[src/rtl/ft245_responder_pkg.sv]
// ft245_responder_pkg
//   Shared definitions for the FT245-style responder: the byte width,
//   the read/write strobe FSM state encodings, and a helper that sizes
//   the precharge counters.
package ft245_responder_pkg;

  localparam int BYTE_W = 8;

  typedef enum logic [1:0] {
    R_IDLE   = 2'd0,
    R_ACTIVE = 2'd1,
    R_PRE    = 2'd2
  } rd_state_e;

  typedef enum logic [1:0] {
    W_IDLE   = 2'd0,
    W_ACTIVE = 2'd1,
    W_PRE    = 2'd2
  } wr_state_e;

  // The counter is loaded with PRECHARGE-1 and counts down to zero.
  function automatic int pre_cnt_w(input int pre);
    return (pre > 1) ? $clog2(pre) : 1;
  endfunction

endpackage

[src/rtl/ft245_responder_byte_fifo.sv]
// ft245_responder_byte_fifo
//   Synchronous byte FIFO, DEPTH entries (power of two, >= 2).
//   Pointers carry one extra wrap bit so full and empty are distinguishable.
//   Ports:
//     clk, reset     clock, synchronous active-high reset (pointers only)
//     push, wdata    write request and byte; ignored when full
//     pop            read request; ignored when empty
//     rdata          head entry, combinational from the storage array
//     full, empty    occupancy flags for the current cycle
//     count          number of stored entries (0..DEPTH)
module ft245_responder_byte_fifo
  import ft245_responder_pkg::*;
#(
  parameter int DEPTH = 16
) (
  input  logic                    clk,
  input  logic                    reset,
  input  logic                    push,
  input  logic [BYTE_W-1:0]       wdata,
  input  logic                    pop,
  output logic [BYTE_W-1:0]       rdata,
  output logic                    full,
  output logic                    empty,
  output logic [$clog2(DEPTH):0]  count
);

  localparam int AW = $clog2(DEPTH);

  logic [AW:0]        wr_ptr;
  logic [AW:0]        rd_ptr;
  logic [BYTE_W-1:0]  mem [DEPTH];
  logic               push_ok;
  logic               pop_ok;

  assign push_ok = push & ~full;
  assign pop_ok  = pop & ~empty;

  always_ff @(posedge clk) begin
    if (reset) begin
      wr_ptr <= '0;
      rd_ptr <= '0;
    end else begin
      if (push_ok) wr_ptr <= wr_ptr + 1'b1;
      if (pop_ok)  rd_ptr <= rd_ptr + 1'b1;
    end
  end

  always_ff @(posedge clk) begin
    if (push_ok) mem[wr_ptr[AW-1:0]] <= wdata;
  end

  assign rdata = mem[rd_ptr[AW-1:0]];
  assign empty = (wr_ptr == rd_ptr);
  assign full  = (wr_ptr[AW] != rd_ptr[AW]) && (wr_ptr[AW-1:0] == rd_ptr[AW-1:0]);
  assign count = wr_ptr - rd_ptr;

endmodule

[src/rtl/ft245_responder.sv]
// ft245_responder
//   Device-side model of an FT245-style asynchronous byte FIFO interface.
//   The SoC reads bytes with active-low ft_rd_n and writes with ft_wr_n;
//   the responder answers with registered ft_rdata/ft_oe and the
//   ft_rxf_n/ft_txe_n availability flags. Bytes for the SoC arrive on the
//   host_in valid/ready stream (RX FIFO); bytes the SoC writes leave on the
//   host_out valid/ready stream (TX FIFO).
//   Ports:
//     clk, reset                 single clock, synchronous active-high reset
//     ft_rd_n, ft_wr_n           SoC strobes, active low, synchronous to clk
//     ft_wdata                   byte written by the SoC
//     ft_rdata, ft_oe            byte returned to the SoC, bus drive enable
//     ft_rxf_n, ft_txe_n         0 = byte available / space available
//     host_in_*                  byte stream into the RX FIFO
//     host_out_*                 byte stream out of the TX FIFO
//     proto_err                  sticky protocol-violation flag
module ft245_responder
  import ft245_responder_pkg::*;
#(
  parameter int DEPTH     = 16,
  parameter int PRECHARGE = 2
) (
  input  logic              clk,
  input  logic              reset,
  input  logic              ft_rd_n,
  input  logic              ft_wr_n,
  input  logic [BYTE_W-1:0] ft_wdata,
  output logic [BYTE_W-1:0] ft_rdata,
  output logic              ft_oe,
  output logic              ft_rxf_n,
  output logic              ft_txe_n,
  input  logic [BYTE_W-1:0] host_in_data,
  input  logic              host_in_valid,
  output logic              host_in_ready,
  output logic [BYTE_W-1:0] host_out_data,
  output logic              host_out_valid,
  input  logic              host_out_ready,
  output logic              proto_err
);

  localparam int             AW       = $clog2(DEPTH);
  localparam int             PCW      = pre_cnt_w(PRECHARGE);
  localparam logic [PCW-1:0] PRE_LOAD = PCW'(PRECHARGE - 1);
  localparam logic [AW:0]    FULL_CNT = (AW+1)'(DEPTH);

  // ---- strobe edge detection against the previous sampled level ----
  // The history resets to "low" so a strobe still held low when reset
  // releases is not seen as a fresh falling edge; it must rise first.
  logic rd_n_p1;
  logic wr_n_p1;
  logic rd_fall;
  logic rd_rise;
  logic wr_fall;
  logic wr_rise;

  always_ff @(posedge clk) begin
    if (reset) begin
      rd_n_p1 <= 1'b0;
      wr_n_p1 <= 1'b0;
    end else begin
      rd_n_p1 <= ft_rd_n;
      wr_n_p1 <= ft_wr_n;
    end
  end

  assign rd_fall = rd_n_p1 & ~ft_rd_n;
  assign rd_rise = ~rd_n_p1 & ft_rd_n;
  assign wr_fall = wr_n_p1 & ~ft_wr_n;
  assign wr_rise = ~wr_n_p1 & ft_wr_n;

  // ---- byte FIFOs ----
  logic              rx_push;
  logic              rx_pop;
  logic [BYTE_W-1:0] rx_head;
  logic              rx_full;
  logic              rx_empty;
  logic [AW:0]       rx_count;
  logic [AW:0]       rx_cnt_nxt;

  logic              tx_push;
  logic              tx_pop;
  logic              tx_full;
  logic              tx_empty;
  logic [AW:0]       tx_count;
  logic [AW:0]       tx_cnt_nxt;

  assign rx_push = host_in_valid & host_in_ready & ~rx_full;
  assign tx_pop  = host_out_valid & host_out_ready & ~tx_empty;

  ft245_responder_byte_fifo #(.DEPTH(DEPTH)) u_rx_fifo (
    .clk   (clk),
    .reset (reset),
    .push  (rx_push),
    .wdata (host_in_data),
    .pop   (rx_pop),
    .rdata (rx_head),
    .full  (rx_full),
    .empty (rx_empty),
    .count (rx_count)
  );

  ft245_responder_byte_fifo #(.DEPTH(DEPTH)) u_tx_fifo (
    .clk   (clk),
    .reset (reset),
    .push  (tx_push),
    .wdata (ft_wdata),
    .pop   (tx_pop),
    .rdata (host_out_data),
    .full  (tx_full),
    .empty (tx_empty),
    .count (tx_count)
  );

  // Stream-side flags are registered from the occupancy after this
  // cycle's push/pop, so they are exact for the following cycle and a
  // simultaneous push and pop leaves them unchanged.
  assign rx_cnt_nxt = rx_count + (AW+1)'(rx_push) - (AW+1)'(rx_pop);
  assign tx_cnt_nxt = tx_count + (AW+1)'(tx_push) - (AW+1)'(tx_pop);

  always_ff @(posedge clk) begin
    if (reset) begin
      host_in_ready  <= 1'b0;
      host_out_valid <= 1'b0;
      proto_err      <= 1'b0;
    end else begin
      host_in_ready  <= (rx_cnt_nxt != FULL_CNT);
      host_out_valid <= (tx_cnt_nxt != '0);
      if ((rd_fall && ft_rxf_n) || (wr_fall && ft_txe_n) || (!ft_rd_n && !ft_wr_n))
        proto_err <= 1'b1;
    end
  end

  // ---- read FSM ----
  rd_state_e         r_state;
  rd_state_e         r_state_nxt;
  logic [PCW-1:0]    rcnt;
  logic [PCW-1:0]    rcnt_nxt;
  logic [BYTE_W-1:0] rdata_nxt;
  logic              oe_nxt;
  logic              rxf_nxt;

  always_ff @(posedge clk) begin
    if (reset) begin
      r_state  <= R_IDLE;
      rcnt     <= '0;
      ft_rdata <= '0;
      ft_oe    <= 1'b0;
      ft_rxf_n <= 1'b1;
    end else begin
      r_state  <= r_state_nxt;
      rcnt     <= rcnt_nxt;
      ft_rdata <= rdata_nxt;
      ft_oe    <= oe_nxt;
      ft_rxf_n <= rxf_nxt;
    end
  end

  always_comb begin
    r_state_nxt = r_state;
    rcnt_nxt    = rcnt;
    rdata_nxt   = ft_rdata;
    oe_nxt      = ft_oe;
    rxf_nxt     = ft_rxf_n;
    rx_pop      = 1'b0;
    unique case (r_state)
      R_IDLE: begin
        rxf_nxt = rx_empty;
        if (rd_fall && !ft_rxf_n) begin
          rx_pop      = 1'b1;
          rdata_nxt   = rx_head;
          oe_nxt      = 1'b1;
          rxf_nxt     = 1'b0;
          r_state_nxt = R_ACTIVE;
        end
      end
      R_ACTIVE: begin
        if (rd_rise) begin
          oe_nxt      = 1'b0;
          rxf_nxt     = 1'b1;
          rcnt_nxt    = PRE_LOAD;
          r_state_nxt = R_PRE;
        end
      end
      R_PRE: begin
        if (rcnt == '0) begin
          rxf_nxt     = rx_empty;
          r_state_nxt = R_IDLE;
        end else begin
          rcnt_nxt = rcnt - 1'b1;
        end
      end
      default: r_state_nxt = R_IDLE;
    endcase
  end

  // ---- write FSM ----
  wr_state_e      w_state;
  wr_state_e      w_state_nxt;
  logic [PCW-1:0] wcnt;
  logic [PCW-1:0] wcnt_nxt;
  logic           txe_nxt;

  always_ff @(posedge clk) begin
    if (reset) begin
      w_state  <= W_IDLE;
      wcnt     <= '0;
      ft_txe_n <= 1'b1;
    end else begin
      w_state  <= w_state_nxt;
      wcnt     <= wcnt_nxt;
      ft_txe_n <= txe_nxt;
    end
  end

  always_comb begin
    w_state_nxt = w_state;
    wcnt_nxt    = wcnt;
    txe_nxt     = ft_txe_n;
    tx_push     = 1'b0;
    unique case (w_state)
      W_IDLE: begin
        txe_nxt = tx_full;
        if (wr_fall && !ft_txe_n) begin
          tx_push     = 1'b1;
          txe_nxt     = 1'b1;
          w_state_nxt = W_ACTIVE;
        end
      end
      W_ACTIVE: begin
        if (wr_rise) begin
          wcnt_nxt    = PRE_LOAD;
          w_state_nxt = W_PRE;
        end
      end
      W_PRE: begin
        if (wcnt == '0) begin
          txe_nxt     = tx_full;
          w_state_nxt = W_IDLE;
        end else begin
          wcnt_nxt = wcnt - 1'b1;
        end
      end
      default: w_state_nxt = W_IDLE;
    endcase
  end

endmodule

[config.mk]
export PLATFORM = sky130hd
export DESIGN_NAME = ft245_responder
export DESIGN_NICKNAME = d
export VERILOG_FILES = /design/src/rtl/ft245_responder_pkg.sv /design/src/rtl/ft245_responder_byte_fifo.sv /design/src/rtl/ft245_responder.sv
export SDC_FILE = /design/constraint.sdc
export NUM_CORES = 1
export LEC_CHECK = 0
export ABC_CLOCK_PERIOD_IN_PS = 5400
export CAP_MARGIN = 20
export CORE_MARGIN = 2
export CORE_UTILIZATION = 40
export DETAILED_ROUTE_END_ITERATION = 7
export SYNTH_ARGS = -nofsm -noshare
export SYNTH_HDL_FRONTEND = slang
export SYNTH_SLANG_ARGS = --single-unit
[constraint.sdc]
create_clock -name clk -period 5.4 [get_ports clk]
set_clock_uncertainty 0.2 [all_clocks]
set_input_delay 0.81 -clock clk [delete_from_list [all_inputs] [get_ports clk]]
set_output_delay 0.81 -clock clk [all_outputs]
set_load 0.01 [all_outputs]
==> impl_results.md, run 1 <==
* Status: complete, no violations
* Final hold vios at 0
* Worst-Margin Slew at 0.994 ns
* Setup ws final at 1.30 ns
* Syn_area_per_cell at 17.7 µm²
* CTS buffer count at 31
* EDFF count, synth at 256
* Syn_nets at 763
* CP arrival at 3.09 ns
* Kind of critical path: flip-flop to output pin
* Detail Route Antenna Nets at 0
* Post-synthesis compound-gate area fraction at 0.0343
* Final worst path period need at 4.10 ns
* DRC violations left at 0
* Routed vias/inst at 5.40
* Layout Nets at 817
* Routed wl met3 at 1.01 mm
* Multiplexer share of the synthesized area at 0.147
* Clock root buffer: clkbuf_16
* Yosys warns at 0
* Initial antenna violation count at 0
* Lkg Pwr at 4.61 nW
* Seq cells post-synth at 302
* Worst IR Drop VDD at 0.000250 V
* Final instance count without filler cells at 1177
* Via count at 6351
* Post-cts resize count at 0
* Wire length on met1 at 9.98 mm
* Worst Path Max Fanout at 13
* Top FF cell, synth: edfxtp_1
* Largest family of logic cells by synthesized area: multiplexers
* CTS sink count at 302
* Worst relative slew slack at 0.335
* Max_cap viols at 0
* Fill cell count at 2599
* Post-CTS setup buffer count at 0
* I/O pin cnt at 44
* Number of distinct library cells after synthesis at 54
* Gate power share at 0.041
* Layout Area Growth over Synthesis at 14.0%
* Initial Util at 0.407
* Worst Path Required at 4.39 ns
* Synth Area in Simple Gates at 0.0552
* CTS Hold Bufs at 0
* Vias in the first global route at 6748
* CTS H-tree depth at 1
* Synthesized area at 12500 µm²
* Row count at 64
* Worst slack at placement at 0.951 ns
* WL met2 at 12.5 mm
* Final setup TNS at 0 ns
* Crit start category: flip-flop
* Final Max Tran Viols at 0
* Synthesized netlist cell count at 705
* First-pass GRT wire length at 38.1 mm
* 1st-iter DRT viols at 460
* Antenna fix cells at 0
* Final period util at 0.759
* Core box area at 30700 µm²
* Global Route Usage Sum at 0.149
* RD Place Congestion at 0.789
* Sequential fraction of the synthesis area at 0.689
* Grt ovf at 0
* Average wire per standard cell at 20.5 µm
* CTS tree: built
* Crit. End Element: output pin
* Setup-failing EPs final at 0
* Fraction of registers with async set/reset at 0
* Sw Ratio at 0.211
* Bufs on Longest Clock Path at 3
* DIE WIDTH at 181 µm
* Dpl hpwl at 16.1 mm
* Seq pwr share at 0.551
* Placed Instances at 1122
* Top layer in use: met4
* Worst-Skew Late Latency at 0.53 ns
* Die H at 181 µm
* Clock power frac at 0.407
* FMAX at 244 MHz
* Port Buf Inserts at 43
* Area of the die at 32700 µm²
* Cell Pwr Density at 327 nW/µm²
* Hold/Removal Path Class: flip-flop to flip-flop
* Drt first pass iters at 5
* Share of layout cells above drive strength 1 at 0.184
* Adder-Cell Fraction of Synth Area at 0.0397
* Final wirelength at 24.1 mm
* Internal power at 0.00368 W
* Post-Synth XOR/XNOR Area at 0.0139
* Sw Pwr at 0.000981 W
* Unrepaired setup endpoints after global routing: no
* Clk slew on worst S/H paths at 0.06 ns
* Pin count of the biggest net entering global routing at 51
-- worst max-delay path, cell delays in order, from the launching register on --
cell and delay (ns):
dfxtp_2 0.62, buf_4 0.36, mux4_2 0.56, mux4_2 0.49, clkdlybuf4s50_1 0.52
-- cell usage after synthesis (all sizes together) (3+ instances only) --
master  count  area [µm²]
buf        19         113
and2        3        18.8
mux4       72        1620
nor2b       3        18.8
a21oi      25         125
xor2       10        95.1
nor2       38         143
edfxtp    256        7690
nand3b      9        67.6
mux2i      19         190
nand3      12        60.1
nor4        5        31.3
o21ai      11        55.1
or3         8        50.1
nor3b       3        27.5
nor3        9        45.0
inv        27         104
a21o        5        38.8
nand2      27         101
dfxtp      46         921
xnor2       9        78.8
clkbuf     13        48.8
fa          6         120
nand2b      4        25.0
ha         30         375
o221ai      8        70.1
-- placed cells by master (no fill, tap or decap), drive strengths merged, types with 2 or more instances in the layout --
cell type / n
mux2: 2
fa: 6
nand4: 2
a31oi: 2
xor2: 10
a21oi: 25
nor2: 38
nor4b: 2
nand3b: 9
nor4: 5
and4: 2
inv: 30
or4: 2
buf: 11
o21ai: 11
clkdlybuf4s50: 42
dfxtp: 46
mux4: 72
xnor2: 9
o221ai: 8
or3: 8
and2: 3
mux2i: 19
o21bai: 2
ha: 30
or3b: 2
nor3b: 3
a21o: 5
o31ai: 2
clkinvlp: 3
edfxtp: 256
nand3: 12
nand2: 27
clkbuf: 34
nor3: 9
nand2b: 4
clkinv: 15
nor2b: 3
-- state kept, by name, indices dropped and copies added, names as in the netlist, 2 cells and up, named ones only --
signal	count
u_rx_fifo.wr_ptr	5
ft_rdata	8
u_rx_fifo.rd_ptr	5
u_rx_fifo.mem	128
u_tx_fifo.rd_ptr	5
w_state	2
u_tx_fifo.wr_ptr	5
u_tx_fifo.mem	128
r_state	2
-- power groups by stage --
stage | registers [W] | logic [W] | clock network (W)
6_report | 0.00257 | 0.000193 | 0.00190
5_1_grt | 0.00257 | 0.000213 | 0.00204
4_1_cts | 0.00257 | 0.000195 | 0.00194
3_5_place_dp | 0.00262 | 0.000194 | 0
3_3_place_gp | 0.00262 | 0.000184 | 0
2_1_floorplan | 0.00262 | 0.000102 | 0
-- logic make-up (layout without fill, tap and decap cells) --
group	count (synthesis)	count (layout)
multiplexers	93	93
adder cells (fa/ha/maj)	36	36
XOR/XNOR	19	19
AND/OR/NAND/NOR	133	133
flip-flops	302	302
AO/OA/AOI/OAI	63	63
buffers and inverters	59	135
-- routing by layer --
| layer | global-route usage | vias to the layer above |
|---|---|---|
| li1 | - | 2892 |
| met1 | 0.188 | 3267 |
| met2 | 0.267 | 152 |
| met3 | 0.0234 | 40 |
| met4 | 0.0371 | 0 |
| met5 | 0 | - |
-- area by class of cell --
type                    instances  area [µm²]  share of cell area
clock inverters                21         113             0.00791
multi-input cells             344        3630               0.255
repair buffers                 53         500              0.0351
clock buffers                  34         787              0.0553
flip-flops and latches        302        8610               0.605
inverters                      27         104             0.00729
well taps                     396         495              0.0348
-- final timing paths --
check                           start  cells after the start  slack, ns                to
setup / recovery            flip-flop                      4       1.30  host_out_data[6]
setup reg to reg  u_rx_fifo.wr_ptr[2]                     12       1.40     host_in_ready
hold / removal              proto_err                      2       0.29         proto_err
hold reg to reg             proto_err                      2       0.29         proto_err
-- stage by stage --
step	area, µm²	hold slack [ns]	utilization	power (W)
finish	14200	0.293	0.464	0.00466
global route	14200	0.325	0.464	0.00482
global placement	13300	0.256	0.435	0.00280
CTS	14200	0.308	0.464	0.00471
detailed placement	13300	0.298	0.435	0.00281
floorplan	12500	0.279	-	0.00272
Note: power is estimated with default switching activity, not from simulation.
==> run 2, diff against run 1 <==
--- a/config.mk
+++ b/config.mk
@@ -5,7 +5,7 @@
 export SDC_FILE = /design/constraint.sdc
 export NUM_CORES = 1
 export LEC_CHECK = 0
-export ABC_CLOCK_PERIOD_IN_PS = 5400
+export ABC_CLOCK_PERIOD_IN_PS = 3600
 export CAP_MARGIN = 20
 export CORE_MARGIN = 2
 export CORE_UTILIZATION = 40
==> constraint.sdc (replaced) <==
create_clock -name clk -period 3.6 [get_ports clk]
set_clock_uncertainty 0.2 [all_clocks]
set_input_delay 0.54 -clock clk [delete_from_list [all_inputs] [get_ports clk]]
set_output_delay 0.54 -clock clk [all_outputs]
set_load 0.01 [all_outputs]
==> impl_results.md, run 2 (synthesis results as in run 1) <==
* Clock root buffer: clkbuf_16
* Area of the die at 32700 µm² (unchanged)
* Via count at 6450 (+1.6%)
* Final instance count without filler cells at 1226 (+4.2%)
* Port Buf Inserts at 43 (unchanged)
* Slowest stage cell, crit path: mux4_2
* Critical path destination: host_out_data[5]
* Commonest non-fill, non-tap cells in the layout: edfxtp_1 (256), mux4_2 (72), buf_4 (58)
* CTS buffer count at 30 (-3.2%)
* Worst-Margin Slew at 0.799 ns (-0.195 ns)
* Die H at 181 µm (unchanged)
* Crit start category: flip-flop
* Commonest non-fill, non-tap cell in the layout: edfxtp_1
* Drt first pass iters at 4 (-1)
* Routed vias/inst at 5.26 (-2.5%)
* Max_cap viols at 0 (unchanged)
* Share of layout cells above drive strength 1 at 0.236 (+0.0518)
* Layout Area Growth over Synthesis at 18.0%
* Worst R2R End: host_in_ready
* Antenna fix cells at 0 (unchanged)
* Crit. End Element: output pin
* Initial antenna violation count at 0 (unchanged)
* Pin count of the biggest net entering global routing at 37 (-27%)
* CTS tree: built
* CTS sink count at 302 (unchanged)
* Status: complete, no violations
* Final wirelength at 24.3 mm (+0.89%)
* Layout Nets at 866 (+6.0%)
* Core box area at 30700 µm² (unchanged)
* Vias in the first global route at 6808 (+0.89%)
* Max incr delay on CP at 0.56 ns (-0.06 ns)
* RD Place Congestion at 0.821 (+4.1%)
* Final hold vios at 0 (unchanged)
* First-pass GRT wire length at 37.7 mm (-1.1%)
* Global Route Usage Sum at 0.148 (-0.000862)
* CP dominant cell by count: mux4_2
* Dpl hpwl at 16.5 mm (+2.8%)
* Clk slew on worst S/H paths at 0.06 ns (about the same)
* Row count at 64 (unchanged)
* Worst Path Required at 2.86 ns (-1.53 ns)
* DRC violations left at 0 (unchanged)
* Grt ovf at 0 (unchanged)
* Setup-failing EPs final at 0 (unchanged)
* Cell Pwr Density at 488 nW/µm² (+49%)
* Average wire per standard cell at 19.8 µm (-3.1%)
* Final Max Tran Viols at 0 (unchanged)
* Initial Util at 0.407 (unchanged)
* Detail Route Antenna Nets at 0 (unchanged)
* Worst Path Max Fanout at 16 (+3)
* Hold/Removal Path Class: input port to flip-flop
* Worst IR Drop VDD at 0.000392 V (+57%)
* I/O pin cnt at 44 (unchanged)
* CP arrival at 2.73 ns (-0.36 ns)
* Final period util at 0.964
* R2r setup slk at 0.19 ns (-1.21 ns)
* Overall Power at 0.00720 W (+54%)
* Post-CTS setup buffer count at 0 (unchanged)
* Lkg Pwr at 4.91 nW (+6.5%)
* Unrepaired setup endpoints after global routing: no
* FMAX at 288 MHz
* Worst-Skew Late Latency at 0.55 ns (+0.02 ns)
* CTS H-tree depth at 1 (unchanged)
* Worst relative slew slack at 0.462 (+0.127)
* Worst Reg-to-Reg Cells at 13 (+1)
* Final worst path period need at 3.47 ns
* DIE WIDTH at 181 µm (unchanged)
* Placed Instances at 1171 (+4.4%)
* Fill cell count at 2529 (-2.7%)
* R2R Path Start: u_rx_fifo.wr_ptr[3]
* Cell Chain, Critical Path: buf_12 -> mux4_2 -> mux4_2 -> clkdlybuf4s50_1
* Bufs on Longest Clock Path at 3 (unchanged)
* Kind of critical path: flip-flop to output pin
* 1st-iter DRT viols at 350 (-24%)
-- run 2: area by class of cell --
type	instances	area (µm²)	share of cell area
flip-flops and latches	302	8610	0.584
multi-input cells	344	3660	0.248
repair buffers	103	906	0.0614
clock buffers	34	787	0.0534
well taps	396	495	0.0336
clock inverters	20	184	0.0125
inverters	27	104	0.00704
-- run 2: worst min path at each step --
stage / to / slack (ns) / from / depth (start not counted)
2_1_floorplan: wcnt / 0.28 / wcnt / 2
3_3_place_gp: proto_err / 0.26 / proto_err / 2
3_5_place_dp: proto_err / 0.27 / proto_err / 2
4_1_cts: u_tx_fifo.rd_ptr[0] / 0.25 / reset / 2
5_1_grt: u_tx_fifo.rd_ptr[0] / 0.28 / reset / 2
6_report: rd_n_p1 / 0.25 / reset / 2
-- run 2: timing repair --
action,CTS,global route
endpoints found under the setup margin,0,3
hold endpoints to repair,0,0
hold buffers,0,0
gates resized for setup,0,5
-- run 2: power by group --
part | leakage (nW) | internal (W) | switching [W]
clock | 0.471 | 0.00178 | 0.00126
sequential | 2.68 | 0.00382 | 0.0000256
combinational | 1.76 | 0.000134 | 0.000172
total | 4.91 | 0.00574 | 0.00146
-- run 2: through the flow --
step           area (µm²)  setup slack [ns]  hold WS (ns)  setup TNS, ns   util
2_1_floorplan       12500            0.0297         0.279              0      -
3_3_place_gp        13700            -0.131         0.256         -0.131  0.448
3_5_place_dp        13700            -0.199         0.270         -0.227  0.448
4_1_cts             14700            0.0368         0.248              0  0.479
5_1_grt             14700           0.00203         0.275              0  0.481
6_report            14700             0.128         0.254              0  0.481
-- run 2: routing by layer --
layer	vias up	wire length, µm	part of all wire	GRT usage
li1	2981	-	-	-
met1	3298	9890	0.41	0.181
met2	125	12800	0.53	0.270
met3	46	842	0.035	0.0206
met4	0	743	0.031	0.0471
met5	-	0	0	0
-- run 2: critical path, delay by kind of cell (launching register included) --
kind / cells / cell delay, ns
mux: 2 / 1.06
buf+inv: 2 / 0.71
flops: 1 / 0.40
